===== src/rtl/stage_fetch_if.sv =====
// stage_fetch_if: groups the instruction-memory port, the decode-side
// presentation/handshake and the back-end redirect of the fetch stage.
// master = fetch stage, slave = its environment (imem + decode + back end).
interface stage_fetch_if;
  // instruction memory
  logic        imem_req;
  logic [31:0] imem_addr;
  logic        imem_ready;
  logic        imem_rvalid;
  logic [31:0] imem_rdata;
  // decode side
  logic        stall;
  logic        discard;
  logic [31:0] pc;
  logic [31:0] instr;
  logic        instr_valid;
  // back-end redirect
  logic        redirect_valid;
  logic [31:0] redirect_pc;

  modport master (
    output imem_req, imem_addr, pc, instr, instr_valid,
    input  imem_ready, imem_rvalid, imem_rdata,
    input  stall, discard, redirect_valid, redirect_pc
  );

  modport slave (
    input  imem_req, imem_addr, pc, instr, instr_valid,
    output imem_ready, imem_rvalid, imem_rdata,
    output stall, discard, redirect_valid, redirect_pc
  );
endinterface


===== src/rtl/stage_fetch.sv =====
// stage_fetch: sequential instruction fetch with an in-order response FIFO.
// Issues word reads, buffers {pc, instr} pairs for decode, honours decode's
// stall/discard and restarts on back-end redirects. In-flight responses that
// belong to a killed path are dropped by counting them off against r_kill.
// Optional build macro: FETCH_BYPASS_EN -- a live response arriving while the
// FIFO is empty is presented to decode in the same cycle.
module stage_fetch #(
  parameter logic [31:0] RESET_PC = 32'h0000_0000,
  parameter int unsigned DEPTH    = 2
) (
  input  logic          clk,
  input  logic          rst,
  stage_fetch_if.master bus
);

  localparam int unsigned PW      = $clog2(DEPTH);
  localparam int unsigned CW      = $clog2(DEPTH + 1);
  localparam logic [CW:0] DEPTH_W = (CW + 1)'(DEPTH);

  typedef enum logic {RUN, WAIT} state_t;

  state_t            r_state;
  logic              r_live;
  logic [31:0]       r_fetch_pc;
  logic [31:0]       r_resp_pc;
  logic [CW-1:0]     r_out;
  logic [CW-1:0]     r_kill;
  logic [CW-1:0]     r_count;
  logic [PW-1:0]     r_rd_ptr;
  logic [PW-1:0]     r_wr_ptr;
  logic [31:0]       r_fifo_pc    [DEPTH];
  logic [31:0]       r_fifo_instr [DEPTH];

  logic              w_flush;
  logic [CW:0]       w_sum;
  logic              w_req;
  logic              w_acc;
  logic              w_rsp_live;
  logic              w_empty;
  logic              w_pop;
  logic              w_push;
  logic              w_byp_take;
  logic [CW-1:0]     w_out_next;
  logic [31:0]       w_redir_pc;
  logic [31:0]       w_head_pc;
  logic [31:0]       w_head_instr;

  assign w_flush    = bus.discard | bus.redirect_valid;
  assign w_sum      = {1'b0, r_out} + {1'b0, r_count};
  // r_live keeps the request low while in reset and for the first edge after it
  assign w_req      = r_live & (r_state == RUN) & (w_sum < DEPTH_W) & ~w_flush;
  assign w_acc      = w_req & bus.imem_ready;
  assign w_rsp_live = bus.imem_rvalid & (r_kill == '0) & ~w_flush;
  assign w_empty    = (r_count == '0);
  assign w_pop      = ~w_empty & ~bus.stall;
  assign w_push     = w_rsp_live & ~w_byp_take;
  assign w_out_next = r_out + CW'(w_acc) - CW'(bus.imem_rvalid);
  assign w_redir_pc = bus.redirect_pc & 32'hFFFF_FFFC;
  assign w_head_pc    = r_fifo_pc[r_rd_ptr];
  assign w_head_instr = r_fifo_instr[r_rd_ptr];

  assign bus.imem_req  = w_req;
  assign bus.imem_addr = r_fetch_pc;

`ifdef FETCH_BYPASS_EN
  logic w_byp;
  assign w_byp           = w_empty & w_rsp_live;
  assign w_byp_take      = w_byp & ~bus.stall;
  assign bus.instr_valid = ~w_empty | w_byp;
  assign bus.pc          = ~w_empty ? w_head_pc    : (w_byp ? r_resp_pc      : '0);
  assign bus.instr       = ~w_empty ? w_head_instr : (w_byp ? bus.imem_rdata : '0);
`else
  assign w_byp_take      = 1'b0;
  assign bus.instr_valid = ~w_empty;
  assign bus.pc          = w_empty ? '0 : w_head_pc;
  assign bus.instr       = w_empty ? '0 : w_head_instr;
`endif

  // Control: FSM, fetch/response PCs, outstanding/kill counters, FIFO pointers
  always_ff @(posedge clk or posedge rst) begin
    if (rst) begin
      r_state    <= RUN;
      r_live     <= 1'b0;
      r_fetch_pc <= RESET_PC;
      r_resp_pc  <= RESET_PC;
      r_out      <= '0;
      r_kill     <= '0;
      r_count    <= '0;
      r_rd_ptr   <= '0;
      r_wr_ptr   <= '0;
    end else begin
      r_live <= 1'b1;
      r_out  <= w_out_next;
      if (bus.redirect_valid) begin
        r_state    <= RUN;
        r_fetch_pc <= w_redir_pc;
        r_resp_pc  <= w_redir_pc;
        r_kill     <= w_out_next;
        r_count    <= '0;
        r_wr_ptr   <= r_rd_ptr;
      end else if (bus.discard) begin
        r_state <= WAIT;
        r_kill  <= w_out_next;
        // The head (the jump itself) still obeys stall; everything behind it goes.
        if (w_pop) begin
          r_rd_ptr <= r_rd_ptr + PW'(1);
          r_wr_ptr <= r_rd_ptr + PW'(1);
          r_count  <= '0;
        end else if (!w_empty) begin
          r_wr_ptr <= r_rd_ptr + PW'(1);
          r_count  <= CW'(1);
        end
      end else begin
        if (w_acc)
          r_fetch_pc <= r_fetch_pc + 32'd4;
        if (bus.imem_rvalid && (r_kill != '0))
          r_kill <= r_kill - CW'(1);
        if (w_rsp_live)
          r_resp_pc <= r_resp_pc + 32'd4;
        if (w_push)
          r_wr_ptr <= r_wr_ptr + PW'(1);
        if (w_pop)
          r_rd_ptr <= r_rd_ptr + PW'(1);
        r_count <= r_count + CW'(w_push) - CW'(w_pop);
      end
    end
  end

  // FIFO storage: write the returned word with the PC it belongs to
  always_ff @(posedge clk) begin
    if (w_push) begin
      r_fifo_pc[r_wr_ptr]    <= r_resp_pc;
      r_fifo_instr[r_wr_ptr] <= bus.imem_rdata;
    end
  end

endmodule

===== src/flat_wrapper.sv =====
// flat-port wrapper written by rule: the top's interface ports become plain ports
module stage_fetch_flat 
#(
  parameter logic [31:0] RESET_PC = 32'h0000_0000,
  parameter int unsigned DEPTH    = 2
)
  (clk, rst, bus_imem_req, bus_imem_addr, bus_pc, bus_instr, bus_instr_valid, bus_imem_ready, bus_imem_rvalid, bus_imem_rdata, bus_stall, bus_discard, bus_redirect_valid, bus_redirect_pc);
  stage_fetch_if bus_i ();
  input  logic clk;
  input  logic rst;
  output wire logic [$bits(bus_i.imem_req)-1:0] bus_imem_req;
  output wire logic [$bits(bus_i.imem_addr)-1:0] bus_imem_addr;
  output wire logic [$bits(bus_i.pc)-1:0] bus_pc;
  output wire logic [$bits(bus_i.instr)-1:0] bus_instr;
  output wire logic [$bits(bus_i.instr_valid)-1:0] bus_instr_valid;
  input wire logic [$bits(bus_i.imem_ready)-1:0] bus_imem_ready;
  input wire logic [$bits(bus_i.imem_rvalid)-1:0] bus_imem_rvalid;
  input wire logic [$bits(bus_i.imem_rdata)-1:0] bus_imem_rdata;
  input wire logic [$bits(bus_i.stall)-1:0] bus_stall;
  input wire logic [$bits(bus_i.discard)-1:0] bus_discard;
  input wire logic [$bits(bus_i.redirect_valid)-1:0] bus_redirect_valid;
  input wire logic [$bits(bus_i.redirect_pc)-1:0] bus_redirect_pc;
  assign bus_imem_req = bus_i.imem_req;
  assign bus_imem_addr = bus_i.imem_addr;
  assign bus_pc = bus_i.pc;
  assign bus_instr = bus_i.instr;
  assign bus_instr_valid = bus_i.instr_valid;
  assign bus_i.imem_ready = bus_imem_ready;
  assign bus_i.imem_rvalid = bus_imem_rvalid;
  assign bus_i.imem_rdata = bus_imem_rdata;
  assign bus_i.stall = bus_stall;
  assign bus_i.discard = bus_discard;
  assign bus_i.redirect_valid = bus_redirect_valid;
  assign bus_i.redirect_pc = bus_redirect_pc;
  stage_fetch #(.RESET_PC(RESET_PC), .DEPTH(DEPTH)) u_core (.clk(clk), .rst(rst), .bus(bus_i));
endmodule

===== config.mk =====
export PLATFORM = sky130hd
export DESIGN_NAME = stage_fetch_flat
export DESIGN_NICKNAME = d
export VERILOG_FILES = /design/src/rtl/stage_fetch_if.sv /design/src/rtl/stage_fetch.sv /design/src/flat_wrapper.sv
export SDC_FILE = /design/constraint.sdc
export NUM_CORES = 1
export LEC_CHECK = 0
export ABC_AREA = 1
export ABC_CLOCK_PERIOD_IN_PS = 12300
export BUFFER_PORTS_ARGS = -buffer_cell sky130_fd_sc_hd__buf_2
export CORE_ASPECT_RATIO = 0.7
export CORE_MARGIN = 1
export CORE_UTILIZATION = 50
export CTS_BUF_LIST = sky130_fd_sc_hd__clkbuf_2 sky130_fd_sc_hd__clkbuf_4 sky130_fd_sc_hd__clkbuf_8
export CTS_CLUSTER_SIZE = 14
export DETAILED_ROUTE_END_ITERATION = 7
export PLACE_DENSITY = 0.73
export SYNTH_ARGS = -nofsm -noshare
export SYNTH_HDL_FRONTEND = slang
export SYNTH_SLANG_ARGS = --single-unit

===== constraint.sdc =====
create_clock -name clk -period 12.3 [get_ports clk]
set_input_delay 1.845 -clock clk [delete_from_list [all_inputs] [get_ports clk]]
set_output_delay 1.845 -clock clk [all_outputs]
set_load 0.01 [all_outputs]

# Word level (Yosys, flattened, before mapping)
# Memory sizes are Yosys's and may differ from the RTL's.
# Cells that the tools add are included.
[totals]
register_bits = 74
latch_bits = 0
ramBits = 128
mem_bits_ro = 0
output_inout_bits = 98
wordCells = 74
memories = 2
[memory_table]
columns = ["name", "depth", "width", "rd", "rd_ports_with_merged_regs", "wr", "line", "source"]
rows = [
  ["u_core.r_fifo_instr", 2, 32, 1, 0, 1, "stage_fetch.sv:32", "logic [31:0] r_fifo_instr [DEPTH];"],
  ["u_core.r_fifo_pc", 2, 32, 1, 0, 1, "stage_fetch.sv:31", "logic [31:0] r_fifo_pc [DEPTH];"],
]
[classes]
n_addsub = 10
n_mul = 0
n_div = 0
n_lt_le_gt_ge = 1
eq_ne = 2
n_shift = 0
mux = 24
bitwise = 13
n_reduce_logical = 13
[op_table]
columns = ["cell", "n"]
rows = [
  ["$mux W32", 8],
  ["$add A32 B3 Y32 const B", 2],
  ["$mux W2", 7],
  ["$mux W1", 9],
  ["$reduce_and A2 Y1", 4],
  ["$reduce_bool A2 Y1", 4],
  ["$and A1 B1 Y1", 7],
  ["$reduce_bool A3 Y1", 2],
  ["$not A1 Y1", 5],
  ["$add A2 B1 Y2", 2],
  ["$logic_not A2 Y1", 2],
  ["$ne A4 B4 Y1 const B", 1],
  ["$sub A2 B1 Y2", 2],
  ["$add A2 B2 Y3", 1],
  ["$lt A3 B2 Y1 const B", 1],
  ["$add A1 B1 Y1 const B", 2],
  ["$ne A2 B1 Y1 const B", 1],
  ["$sub A2 B1 Y2 const B", 1],
  ["$logic_and A1 B1 Y1", 1],
  ["$or A1 B1 Y1", 1],
]

# Depth between registers and ports, before layout
# Gate-level depths: netlist (run 1).
[logic_depth]
word_depth = 9
mapped_depth = 11
ltp_nobuf = 11

# Worst setup path before layout (run 1)
# Ideal clock, no wire load.
[synth_timing]
kind = "input-to-reg"
from = "input bus_discard"
to = "memory u_core.r_fifo_instr[0][0] (enable)"
arrival_ns = 4.991
t_required_ns = 11.818
setup_slack_ns = 6.827
path_stages = 5
path_cell_list = "nor2_4 -> inv_1 -> nor2_4 -> inv_1 -> nor2_1"
[synth_between]
elab_chain_cells = 5
[synth_lines]
columns = ["item", "line", "source"]
rows = [
  ["start, declared", "flat_wrapper.sv:20", "input wire logic [$bits(bus_i.discard)-1:0] bus_discard;"],
  ["$or A1 B1 Y1", "stage_fetch.sv:48", "assign w_flush = bus.discard | bus.redirect_valid;"],
  ["$not A1 Y1", "stage_fetch.sv:53", "assign w_rsp_live = bus.imem_rvalid & (r_kill == '0) & ~w_flush;"],
  ["$and A1 B1 Y1", "stage_fetch.sv:53", ""],
  ["$mux W1", "stage_fetch.sv:131", "if (w_push) begin"],
  ["$mux W1 (implied by the code)", "stage_fetch.sv:133", "r_fifo_instr[r_wr_ptr] <= bus.imem_rdata;"],
  ["end, declared", "stage_fetch.sv:32", ""],
]
# Every way passes these cells.

# Final worst setup path (run 1)
[layout_timing]
from = "input bus_redirect_valid"
to = "output bus_imem_req"
[layout_between]
elab_chain_cells = 3
[layout_lines]
columns = ["item", "line", "source"]
rows = [
  ["start, declared", "flat_wrapper.sv:21", "input wire logic [$bits(bus_i.redirect_valid)-1:0] bus_redirect_valid;"],
  ["$or A1 B1 Y1", "stage_fetch.sv:48", ""],
  ["$not A1 Y1", "stage_fetch.sv:51", "assign w_req = r_live & (r_state == RUN) & (w_sum < DEPTH_W) & ~w_flush;"],
  ["$and A1 B1 Y1", "stage_fetch.sv:51", ""],
  ["end, declared", "flat_wrapper.sv:11", "output wire logic [$bits(bus_i.imem_req)-1:0] bus_imem_req;"],
]
# Every way passes these cells.

==> results of run 1 <==
==> worst max path at each step <==
| stage | from | endpoint | slack (ns) | depth (start not counted) |
|---|---|---|---|---|
| final | bus_redirect_valid | bus_imem_req | 7.33 | 5 |
| after global routing | bus_redirect_valid | bus_imem_req | 7.23 | 5 |
| after CTS | bus_redirect_valid | bus_imem_req | 7.33 | 5 |
| after detailed placement | bus_redirect_valid | bus_imem_req | 7.33 | 5 |
| after global placement | bus_redirect_valid | bus_imem_req | 7.34 | 5 |
| after floorplan | bus_discard | u_core.r_fifo_instr[0][0]$_DFFE_PP_ | 6.83 | 5 |
==> power breakdown <==
part           switching (mW)  total (mW)  internal (mW)
registers              0.0563       0.812          0.756
clock network           0.247       0.417          0.170
logic                   0.275       0.409          0.133
==> cell type report <==
| class | count | area (um2) | area share |
|---|---|---|---|
| sequential | 194 | 5480 | 0.507 |
| multi-input combinational | 724 | 3400 | 0.315 |
| timing repair buffer | 168 | 856 | 0.0793 |
| inverter | 97 | 364 | 0.0337 |
| tap | 236 | 295 | 0.0274 |
| clock buffer | 17 | 234 | 0.0217 |
| clock inverter | 15 | 169 | 0.0157 |
==> state kept, by name, indices dropped and copies added (netlist names) <==
register	count
u_core.r_fifo_instr	64
u_core.r_state	1
u_core.r_fifo_pc	60
u_core.r_kill	2
u_core.r_out	2
u_core.bus.imem_addr	30
u_core.r_live	1
u_core.r_wr_ptr	1
u_core.r_resp_pc	30
u_core.r_count	2
u_core.r_rd_ptr	1
==> per-stage QoR <==
step	power (mW)	cells	instance area, um2
floorplan	1.09	1055	9430
global placement	1.23	1419	10400
detailed placement	1.24	1419	10400
CTS	1.65	1451	10800
global route	1.74	1451	10800
finish	1.64	1451	10800
==> kinds of logic after synthesis <==
kind of cell    count (synthesis)  share of synthesized area
flops                         194                      0.581
fa+ha+maj                       8                     0.0114
compound gates                151                     0.0865
buf+inv                       137                     0.0618
simple gates                  544                      0.244
xor+xnor                       16                     0.0149
other cells                     2                   0.000797
==> placed cells by master, fill, tap and decap left out, types with 7 or more instances in the layout <==
| cell type | Yosys | routed |
|---|---|---|
| edfxtp_1 | 124 | 124 |
| inv_1 | 91 | 90 |
| inv_2 | 6 | 7 |
| ha_1 | 7 | 7 |
| a31oi_1 | 9 | 9 |
| xor2_1 | 12 | 12 |
| a21oi_1 | 85 | 85 |
| buf_2 | 9 | 162 |
| nor2_4 | 9 | 12 |
| dfrtp_1 | 70 | 69 |
| nor3_1 | 10 | 10 |
| nand4_1 | 12 | 12 |
| o21ai_0 | 33 | 33 |
| nand3_1 | 60 | 60 |
| nand2_1 | 350 | 350 |
| o21ai_1 | 8 | 8 |
| clkbuf_8 | 0 | 17 |
| nor2_1 | 88 | 85 |
==> per-layer routing <==
layer  vias to the layer above  GRT usage  part of all wire  wire [um]
met5                         -          0                 0          0
met3                        24     0.0652             0.080       1820
met2                       276      0.368              0.43       9810
li1                       3764          -                 -          -
met4                         0     0.0623             0.014        310
met1                      3529      0.347              0.47      10700
==> worst max-delay path: cells and delay by family <==
kind | cells | cell delay [ns]
buf+inv | 3 | 1.06
simple gates | 2 | 0.20
==> results.md, run 1 <==
- Run status: finished, violations left
- Failing checks: DRC
- Synth top area cells: edfxtp_1, dfrtp_1, nand2_1, a21oi_1, inv_1
- RR Startpoint: u_core.r_count[0]$_DFFE_PP0P_
- Most used DFF post-synth: edfxtp_1
- Largest net degree at the start of global routing: 71
- Hold Path Origin: u_core.r_state$_DFFE_PP0P_
- Reg2Reg Setup Slack: approximately 9.6 ns
- Final hold viol count: 0
- Mapped Cells: 1052
- PortBufs: 162
- Yosys top cell by area: edfxtp_1
- Leakage: 4.75 nW
- Max VDD drop: 0.103 mV
- Slowest stage cell on the critical path: buf_2
- Clock buffer depth: 2
- FMAX: between 0.2 and 0.25 GHz
- Crit path capture type: output port
- Top cells by count, synth: nand2_1, edfxtp_1, inv_1
- Mapped cell area: between 9000 and 10000 um2
- Cts hold-fix bufs: 0
- Worst r2r path cells: 9
- GP Congestion: between 0.9 and 1
- Worst-path maximum fanout: slightly below 50
- Post-route ant nets: 0
- Vias in the first global route: 6956
- Core Util, Final: 0.593
- Drt pass-1 iters: 8
- Initial Util: 0.517
- Initial antenna violation count: 0
- Sink Count: roughly 190
- Fillers: 1623
- Worst-margin pin slew: around 1.1 ns
- Yosys reg bits: roughly 190
- CTS HTree Levels: 4
- Arrival time at the worst endpoint: about 3.1 ns
- DP Worst Slack: between 7 and 8 ns
- Root buffer cell: clkbuf_8
- Global-route wire length before repair: 36000 um
- Global route overflow: 0
- Worst R2R End: u_core.r_kill[0]$_DFFE_PP0P_
- Layout cells sized above 1: 0.193
- Final wirelength: 22600 um
- Area growth, synth to finish: 14.6%
- DR iter-0 viols: 766
- Standard-cell rows: 41
- Worst hold-check path type: register to register
- Setup CP Type: input port to output port
- Total GRT Usage: 0.242
- Die X: ~170 um
- Clock Pin Slew Worst Setup and Hold Paths: approximately 0.10 ns
- RSZ-0062 raised after global routing: no
- Post-synth ARST share: 0.361
- Num ports: roughly 170
- Setup_tns: 0 ns
- Netlist cell types: 40
- Nets: between 1k and 1.5k
- Worst Hold Path Cells: 2
- Slew margin rel.: 0.236
- CTS tree: yes
- Avg Cell Area, Syn: roughly 9.0 um2
- Dominant cell by count in the synthesized netlist: nand2_1
- Drc violations: 10
- Die area: approximately 19000 um2
- Endpoints failing setup: 0
- Synth warn: 0
- Crit-path most repeated cell: buf_2
- Sequential element share of the synthesized area: 0.581
- Fin crit share: 0.404
- Max-Cap Viols: 0
- Final Skew: around 0.018 ns
- Worst setup slack after layout: around 7.3 ns
- Worst endpoint required time: roughly 10 ns
- Post-synth EDFFs: 124
- CP peak stage delay: 0.74 ns
- WL per Instance: ~16 um
- Vias per Instance: 5.23
- Clock latency on the worst-skew pair: roughly 0.47 ns
- Cells along the critical path: buf_2, nor2_4, inv_1, nor2_1, buf_2
- PD cells: ~150 nW/um2
- Core area: 18200 um2
- Via count: 7593
- Dpl hpwl: about 15000 um
- Post-CTS resize count: 0
- Antenna cell count: 0
- Die Ht: 117 um
- WHS: between 0.5 and 0.6 ns
- Final Critical Period: 4.97 ns
- Clock buffer count from CTS: 17
- Worst Hold Endpoint: u_core.r_state$_DFFE_PP0P_
- Post-CTS setup buffer count: 0
- Yosys top cell area share: 0.395
- Slew Limit Fails: 0
- Critical Path Start Type: input port
(Power assumes the default switching activity.)
==> inputs of run 2 (changes only) <==
--- a/config.mk
+++ b/config.mk
@@ -5,8 +5,8 @@
 export SDC_FILE = /design/constraint.sdc
 export NUM_CORES = 1
 export LEC_CHECK = 0
-export ABC_AREA = 1
-export ABC_CLOCK_PERIOD_IN_PS = 12300
+export ABC_AREA = 0
+export ABC_CLOCK_PERIOD_IN_PS = 5100
 export BUFFER_PORTS_ARGS = -buffer_cell sky130_fd_sc_hd__buf_2
 export CORE_ASPECT_RATIO = 0.7
 export CORE_MARGIN = 1
==> constraint.sdc (replaced) <==
create_clock -name clk -period 5.1 [get_ports clk]
set_input_delay 0.765 -clock clk [delete_from_list [all_inputs] [get_ports clk]]
set_output_delay 0.765 -clock clk [all_outputs]
set_load 0.01 [all_outputs]
==> run 2 against run 1 <==
  * The run now ends clean
  * Clock power is 140% higher
  * Cell area down 5.9%
  * Register-to-register slack got worse by 7.9 ns
  * First-iteration DRC count shrank 43%
  * Via count down 22%
  * Total power up 120%
  * Sequential power is 150% higher
  * Sequential share of layout area increased by 3.2 points
  * Wire length shrank 19%
  * Flip-flop and latch count did not move
  * Worst hold slack got worse by 0.14 ns
  * Synthesized area decreased by 6.9%
==> results.md, run 2 <==
- Sequential Power Share: 0.564
- Endpoints failing setup: 0
- CP Buf/Inv Count: 2
- RSZ-0062 raised after global routing: no
- Sequential element share of the synthesized area: 0.624
- Worst-path maximum fanout: 30
- Avg Cell Area, Syn: roughly 12 um2
- Clock latency on the worst-skew pair: 0.47 ns
- Most used DFF post-synth: edfxtp_1
- DR iter-0 viols: between 400 and 500
- Vias per Instance: 5.41
- Worst hold-check path type: input port to async pin
- Synth top area cells: edfxtp_1, dfrtp_1, mux2i_1, nor2_1, xnor2_1
- Arrival time at the worst endpoint: approximately 3.7 ns
- Critical Path Start Type: register
- Post-synth EDFFs: approximately 120
- WL per Instance: around 17 um
- Largest net degree at the start of global routing: 80
- Final Cell Area: 10200 um2
- Total chip power: between 3 and 4 mW
- Clock power frac: 0.274
- Dpl hpwl: around 13000 um
- Crit path capture type: register
- Mapped cell area: just under 9000 um2
- Cells along the critical path: inv_1, nor2_1, fa_1, or4b_4, inv_1, nor2_1, o21ai_0, o211ai_1
- Vias in the first global route: between 5k and 6k
- RR Startpoint: u_core.r_count[0]$_DFFE_PP0P_
- Top delay family on crit path: simple AND/OR/NAND/NOR gates
- Global-route wire length before repair: slightly below 30000 um
- Area growth, synth to finish: 15.8%
- Worst R2R End: u_core.bus.imem_addr[9]$_DFFE_PP0P_
- Sink Count: just under 200
- CP peak stage delay: a little under 0.7 ns
- Antenna cell count: 0
- Drt pass-1 iters: 5
- Worst r2r path cells: 8
- Post-synth ARST share: 0.361
- Initial Util: 0.511
- Global route overflow: 0
- Setup CP Type: register to register
- Max VDD drop: between 0.15 and 0.2 mV
- Core Util, Final: 0.592
- Fin cells: roughly 1.1k
- Slew margin rel.: 0.251
- Nets: around 930
- Clock Pin Slew Worst Setup and Hold Paths: about 0.11 ns
- Num ports: 169
- GP Congestion: 0.847
- Internal power: between 2 and 2.5 mW
- Drc violations: 0
- Yosys reg bits: approximately 190
- Die X: approximately 160 um
- Commonest non-fill, non-tap cell in the layout: buf_2
- Initial antenna violation count: 0
- Leakage: ~4.1 nW
- Slew Limit Fails: 0
- Core area: about 17000 um2
- Yosys top cell by area: edfxtp_1
- Dominant cell by count in the synthesized netlist: edfxtp_1
- Final wirelength: ~18000 um
- Mapped Cells: around 700
- Max reg flops: between 60 and 70
- CTS HTree Levels: 4
- Placed inst area: 9760 um2
- Clock buffer count from CTS: 17
- Dpl cells: between 1k and 1.5k
- Netlist cell types: between 40 and 50
- Final Skew: between 0.015 and 0.02 ns
- Standard-cell rows: 40
- Die Ht: roughly 110 um
- Clock buffer depth: 2
- PortBufs: 162
- FMAX: just under 0.3 GHz
- Run status: completed
- Setup_tns: 0 ns
- Via count: between 5k and 6k
- Most frequent cells in the layout: buf_2, edfxtp_1, nor2_1, dfrtp_1, mux2i_1
- Final Critical Period: 3.37 ns
- Total GRT Usage: 0.211
- Final hold viol count: 0
- Slowest stage cell on the critical path: inv_1
- Cts hold-fix bufs: 0
- Max-Cap Viols: 0
- Top cells by count, synth: edfxtp_1, nor2_1, dfrtp_1
- Reg2Reg Setup Slack: about 1.7 ns
- Largest regs: u_core.r_fifo_instr (64), u_core.r_fifo_pc (60)
- Comb pwr share: 0.161
- Worst endpoint required time: between 5 and 6 ns
- Switching power: around 1.1 mW
- Register with the most flip-flops: u_core.r_fifo_instr
- Synth warn: 0
- Sw frac: 0.306
- Fin crit share: 0.661
- PD cells: between 300 and 400 nW/um2
- Post-CTS setup buffer count: 0
- Post-CTS resize count: 0
- Yosys top cell area share: 0.425
- Worst-margin pin slew: 1.12 ns
- CTS tree: yes
- Die area: approximately 18000 um2
- Root buffer cell: clkbuf_8
- Layout cells sized above 1: 0.270
- Critical path depth: 8
- Post-route ant nets: 0
run 2: cell families after synthesis:
family | share of synthesized area
and+or+nand+nor | 0.140
DFF | 0.624
muxes | 0.110
buffers and inverters | 0.0307
xor gates and xnor gates | 0.0499
AOI/OAI and AO/OA | 0.0317
adders and majority gates | 0.0123
other | 0.000856
run 2: stage by stage:
| stage | setup slack (ns) | hold WS, ns |
|---|---|---|
| 2_1_floorplan | 0.923 | 0.442 |
| 3_3_place_gp | 1.47 | 0.453 |
| 3_5_place_dp | 1.39 | 0.473 |
| 4_1_cts | 1.76 | 0.370 |
| 5_1_grt | 1.55 | 0.400 |
| 6_report | 1.73 | 0.366 |
run 2: worst max path at each step:
stage	start	endpoint	slack, ns
after floorplan	bus_redirect_valid	u_core.r_fifo_instr[0][0]$_DFFE_PP_	0.92
after global placement	bus_discard	u_core.bus.imem_addr[9]$_DFFE_PP0P_	1.47
after detailed placement	bus_discard	u_core.bus.imem_addr[9]$_DFFE_PP0P_	1.39
after CTS	u_core.r_count[0]$_DFFE_PP0P_	u_core.bus.imem_addr[9]$_DFFE_PP0P_	1.76
after global routing	u_core.r_count[0]$_DFFE_PP0P_	u_core.bus.imem_addr[9]$_DFFE_PP0P_	1.55
final	u_core.r_count[0]$_DFFE_PP0P_	u_core.bus.imem_addr[9]$_DFFE_PP0P_	1.73
run 2: power groups by stage:
| stage | clock network (mW) | logic [mW] | registers [mW] |
|---|---|---|---|
| after floorplan | 0 | 0.525 | 1.91 |
| after global placement | 0 | 0.568 | 2.05 |
| after detailed placement | 0 | 0.581 | 2.05 |
| after CTS | 1.01 | 0.584 | 2.02 |
| after global routing | 1.07 | 0.636 | 2.04 |
| final | 0.982 | 0.578 | 2.02 |
run 2: cell type report:
cell class,count,area [um2]
tap,231,289
clock inverter,15,163
multi-input combinational,452,3060
sequential,194,5480
timing repair buffer,168,856
inverter,21,78.8
clock buffer,17,234
fill,1440,7010
run 2: layer usage:
metal  share of wire  up-vias  GRT usage
met2            0.42      229      0.304
met1            0.48     2871      0.319
li1                -     2821          -
met5               0        -          0
met3           0.081       21     0.0473
met4           0.015        0     0.0603
